--- src/rtl/puf_seq.sv ---
// Sequencer that walks one puf_bit through N_BITS derived challenges and
// assembles the captured responses into a word, aborting a bit on timeout.
module puf_seq #(
  parameter int N_BITS     = 8,
  parameter int CLR_CYCLES = 2,
  parameter int TIMEOUT    = 4096
) (
  input  logic              clk,
  input  logic              rst_n,
  input  logic              start,
  input  logic [7:0]        chall_base,
  output logic              busy,
  output logic              done,
  output logic              err,
  output logic [N_BITS-1:0] resp_word,
  output logic [7:0]        puf_chall,
  output logic              puf_rst,
  output logic              puf_en,
  input  logic              puf_resp,
  input  logic              puf_finish
);

  localparam logic [1:0] S_IDLE  = 2'd0;
  localparam logic [1:0] S_CLEAR = 2'd1;
  localparam logic [1:0] S_RUN   = 2'd2;
  localparam logic [1:0] S_DONE  = 2'd3;

  localparam int IW = (N_BITS > 1) ? $clog2(N_BITS) : 1;
  localparam int CW = (CLR_CYCLES > 1) ? $clog2(CLR_CYCLES) : 1;
  localparam int TW = $clog2(TIMEOUT);

  localparam logic [IW-1:0] LAST_INDEX = IW'(N_BITS - 1);
  localparam logic [CW-1:0] LAST_CLR   = CW'(CLR_CYCLES - 1);
  localparam logic [TW-1:0] LAST_RUN   = TW'(TIMEOUT - 1);

  logic [1:0]    state;
  logic [IW-1:0] index;
  logic [CW-1:0] clr_cnt;
  logic [TW-1:0] timer;

  // Every output is a flop; puf_rst/puf_en are updated together with the
  // state transition so they always reflect the state being entered.
  always_ff @(posedge clk or negedge rst_n) begin
    if (!rst_n) begin
      state     <= S_IDLE;
      busy      <= 1'b0;
      done      <= 1'b0;
      err       <= 1'b0;
      resp_word <= '0;
      puf_chall <= 8'h00;
      puf_rst   <= 1'b1;
      puf_en    <= 1'b0;
      index     <= '0;
      clr_cnt   <= '0;
      timer     <= '0;
    end else begin
      done <= 1'b0;
      case (state)
        S_IDLE: begin
          if (start) begin
            puf_chall <= chall_base;
            index     <= '0;
            resp_word <= '0;
            err       <= 1'b0;
            busy      <= 1'b1;
            clr_cnt   <= '0;
            state     <= S_CLEAR;
          end
        end

        S_CLEAR: begin
          if (clr_cnt == LAST_CLR) begin
            timer   <= '0;
            puf_rst <= 1'b0;
            puf_en  <= 1'b1;
            state   <= S_RUN;
          end else begin
            clr_cnt <= clr_cnt + CW'(1);
          end
        end

        S_RUN: begin
          timer <= timer + TW'(1);
          // A finish on the final allowed cycle still counts as a capture.
          if (puf_finish) begin
            resp_word[index] <= puf_resp;
            puf_rst          <= 1'b1;
            puf_en           <= 1'b0;
            if (index == LAST_INDEX) begin
              done  <= 1'b1;
              state <= S_DONE;
            end else begin
              index     <= index + IW'(1);
              puf_chall <= puf_chall + 8'h11;
              clr_cnt   <= '0;
              state     <= S_CLEAR;
            end
          end else if (timer == LAST_RUN) begin
            err     <= 1'b1;
            done    <= 1'b1;
            puf_rst <= 1'b1;
            puf_en  <= 1'b0;
            state   <= S_DONE;
          end
        end

        S_DONE: begin
          busy  <= 1'b0;
          state <= S_IDLE;
        end

        default: begin
          state <= S_IDLE;
        end
      endcase
    end
  end

endmodule

--- config.mk ---
export PLATFORM = sky130hd
export DESIGN_NAME = puf_seq
export DESIGN_NICKNAME = d
export VERILOG_FILES = /design/src/rtl/puf_seq.sv
export SDC_FILE = /design/constraint.sdc
export NUM_CORES = 1
export LEC_CHECK = 0
export ABC_AREA = 1
export ABC_CLOCK_PERIOD_IN_PS = 1900
export BUFFER_PORTS_ARGS = -buffer_cell sky130_fd_sc_hd__buf_2
export CAP_MARGIN = 20
export CORE_MARGIN = 1.5
export CORE_UTILIZATION = 40
export DETAILED_ROUTE_END_ITERATION = 8
export PLACE_DENSITY = 0.69
export RECOVER_POWER = 50
export SLEW_MARGIN = 20
export SYNTH_ARGS = -nofsm -noshare
export SYNTH_HDL_FRONTEND = slang
export SYNTH_SLANG_ARGS = --single-unit
--- constraint.sdc ---
create_clock -name clk -period 1.9 [get_ports clk]
set_input_delay 0.095 -clock clk [delete_from_list [all_inputs] [get_ports clk]]
set_output_delay 0.095 -clock clk [all_outputs]
set_load 0.02 [all_outputs]
==> summary by stage <==
Power and ir drop
The static leakage is 1.22 nW. Dividing total power by cell area gives a power density of 1300 nW/um^2. The worst-case IR drop observed on VDD is 0.596 mV. The overall power of the completed layout is 3.21 mW.

Critical path
For the worst setup path, the data arrival time is 1870 ps. The critical path goes through ha_1 -> ha_1 -> nor2_2 -> nand2_2 -> nand2_4 -> inv_1 -> nor2_1 -> nand2_1 -> nand2_1. The slowest stage of the critical path belongs to the cell dfrtp_1. The category of the critical setup timing path is register to register. Of all nets on the critical path, the largest fanout is 16.

The worst register-to-register path begins at index[0]. The critical path data required time is between 2000 and 2500 ps. STA classifies the critical path startpoint as a register.

The number of cells on the worst reg-to-reg path is 9. STA classifies the critical path endpoint as a register. The reg-to-reg critical path endpoint is puf_chall[6]. In this design, the stage delay of the slowest critical-path cell is around 440 ps. The slack of the worst reg-to-reg path is 260 ps.

Outcome
The run finished with clean final reports.

Layout
The area growth from synthesis to final layout is 15.5%. The total inserted antenna cells is 0. For this run, the post-layout net count is 340. The end-of-flow core utilization is 0.482. The finished layout holds between 300 and 400 standard cells, fillers aside.

The share of post-route cells with drive strength above 1 is 0.151.

Placed design
The last weighted congestion value of the routability-driven placer is roughly 0.83. The worst slack at placement is 232 ps. The total placed cells including tap cells is 385.

During placement, the flow inserted port buffers numbering 33. Detailed placement finished with a half-perimeter wire length of between 3 and 4 mm.

Timing
Setup violations remaining at the end of the flow were counted as 0. Setup repair after global routing left no endpoint under its margin. Timing would allow up to approximately 610 MHz.

At the pin with the least slew margin, the transition time is 879 ps. Across the routed clock network, the largest skew measured is 3.43 ps. The accumulated negative setup slack is 0 ps.

The total count of hold-check failures in the final report is 0. In the finished design, the share of the clock period the worst path needs comes to 0.865. After layout, the minimum clock period comes to 1640 ps. The final count of pins violating max slew is 0. The final worst-path setup slack is around 260 ps. The worst pin sits at a relative slew slack of 0.414.

Floorplan
For this configuration, the core starts out at a cell density of 0.417. The region available for standard cell placement spans 5110 um^2. The floorplan die area is 5770 um^2. The horizontal extent of the die is 76.0 um. The I/O pin count is 34. The floorplan step set the die height to approximately 76 um. The site row count is 26.

GRT
The global-route usage over all layers is 0.172. The initial antenna violation count is 0. The first global-routing pass estimated 7.99 mm of wire. The via count of the first global-routing pass is 1757. The leftover overflow at the end of global routing is 0. The maximum number of pins on one net before global-route repair is 19.

Clock network
After clock tree synthesis, the setup repair step added 0 buffers. Counting the buffers created by CTS gives 5. The H-tree level count is 2. The insertion delay of the later-clocked pin in the worst-skew pair is a little under 300 ps. The number of clock sinks is 39. After clock tree synthesis, the clock-pin slew on the worst setup and hold paths is roughly 70 ps.

The number of buffers between clock root and the deepest sink is 2. The clock tree root driver cell is clkbuf_8. TritonCTS built the clock tree.

Yosys
The proportion of synthesized chip area in sequential cells is 0.459. The total nets after synthesis is 300. During synthesis, Yosys emitted a total of 0 warnings. After synthesis, the mean cell area works out to 7.53 um^2.

The combined area of all synthesized cells is 2130 um^2. The total of flip-flops plus latches after synthesis is 39. The number of distinct library cells after synthesis is 29. Synthesis produced 283 cells.

Route
Using the TritonRoute via totals, the vias-per-cell ratio works out to 4.76. The number of iterations in the first detailed-routing pass is 4. The detail route stage leaves a number of antenna-violating nets equal to 0. In the final routed layout, each cell accounts on average for 11.5 um. The sum of routed wire length over all layers is 4.54 mm. The initial detailed-routing violation count is 60. The routed layout has ~1900 vias. The DRC violation count after routing is 0.

Hold path
The type of the worst min-delay path is primary input to register. The hold path startpoint is chall_base[1]. The endpoint of the worst hold path is puf_chall[1].

The hold path depth is 3.

Job
Across the run, the number of max-cap violations was 0.
## flip-flops by register name, summed over array words and instances (netlist names)
register   cells
clr_cnt        1
puf_en         1
err            1
puf_chall      8
done           1
busy           1
puf_rst        1
state          2
timer         12
index          3
resp_word      8
## worst max path at each step
stage          startpoint      endpoint  slack (ps)  cells past startpoint
2_1_floorplan    index[0]  puf_chall[2]         410                      8
3_3_place_gp     index[0]  puf_chall[6]         300                      9
3_5_place_dp     index[0]  puf_chall[6]         230                      9
4_1_cts          index[0]  puf_chall[6]         210                      9
5_1_grt          index[0]  puf_chall[7]          50                      9
6_report         index[0]  puf_chall[6]         260                      9
## cells in the mapped netlist
cell type	count	area share
nand2_4	2	0.011
a22o_1	1	0.0041
buf_6	2	0.011
or2_2	2	0.0059
buf_2	2	0.0047
inv_1	39	0.069
clkbuf_1	1	0.0018
o311a_1	1	0.0047
nand3_2	2	0.0094
nand2_1	78	0.14
nand3b_1	3	0.011
nand4_1	1	0.0029
nor2_2	1	0.0029
inv_2	2	0.0035
clkinv_2	1	0.0023
dfrtp_1	38	0.45
o31ai_1	1	0.0035
dfstp_2	1	0.012
nor2_1	24	0.042
o21ai_1	10	0.023
a31oi_2	1	0.0059
nand3_1	15	0.035
a21oi_1	5	0.012
o21ai_4	1	0.0076
nand2_2	3	0.0088
a31oi_1	1	0.0029
ha_1	4	0.023
o21ai_0	32	0.075
nor3_1	9	0.021
## power breakdown
part,internal [mW],switching (mW),total (mW)
Sequential,1.05,0.224,1.27
Combinational,0.453,0.908,1.36
Clock,0.293,0.278,0.571
Total,1.80,1.41,3.21
## logic make-up (layout without fill, tap and decap cells)
kind of cell	Yosys count	count (layout)	share of synthesized area
adder cells (fa/ha/maj)	4	4	0.0235
AND/OR/NAND/NOR	140	140	0.287
flip-flops	39	39	0.459
buffers and inverters	47	88	0.0916
AO/OA/AOI/OAI	53	53	0.139
## worst max-delay path, delay by kind of cell, from the launching register on
family	cells	cell delay, ps
AND/OR/NAND/NOR	6	630
flip-flops	1	440
adder cells (fa/ha/maj)	2	400
buffers and inverters	1	120
## per-stage QoR
stage | area [um^2] | hold slack (ps)
after global placement | 2380 | 25.7
after floorplan | 2130 | -201
after detailed placement | 2380 | 25.2
final | 2460 | 64.1
after global routing | 2460 | 74.5
after CTS | 2480 | 59.7
## layer usage
| metal | global-route usage | vias up | share of wire |
|---|---|---|---|
| met3 | 0.0347 | 4 | 0.038 |
| met5 | 0 | - | 0 |
| met4 | 0.0741 | 0 | 0.018 |
| met1 | 0.228 | 848 | 0.50 |
| met2 | 0.275 | 40 | 0.44 |
| li1 | - | 985 | - |
## cell type report
| class | count | area [um^2] |
|---|---|---|
| clock buffers | 7 | 86.3 |
| inverters | 42 | 159 |
| repair buffers | 38 | 185 |
| fillers | 527 | 2650 |
| well taps | 70 | 87.6 |
| flip-flops and latches | 39 | 977 |
| multi-input cells | 197 | 961 |
| clock inverters | 1 | 5.00 |
## layout by cell type, fill, tap and decap left out
cell           count
nor2_1            23
clkbuf_2           1
clkinv_2           2
inv_2              2
nor2_2             2
o21ai_4            1
a22o_1             1
dfstp_2            1
nand4_1            1
a31oi_1            1
clkbuf_8           6
nand3b_1           3
nand3_2            2
clkbuf_1          13
buf_4              2
o311a_1            1
dfrtp_1           38
a31oi_2            1
or2_2              2
nand3_1           15
o21ai_0           32
inv_1             39
o31ai_1            1
buf_2             22
nor3_1             9
nand2_1           78
nand2_4            2
nand2_2            3
ha_1               4
o21ai_1           10
dlygate4sd3_1      1
a21oi_1            5
## what timing repair did
item	in CTS	in global routing
resized for setup	0	1
hold endpoints to repair	12	0
hold buffers	1	0
endpoints found under the setup margin	0	1
No activity file was read; power rests on OpenSTA's default activity.
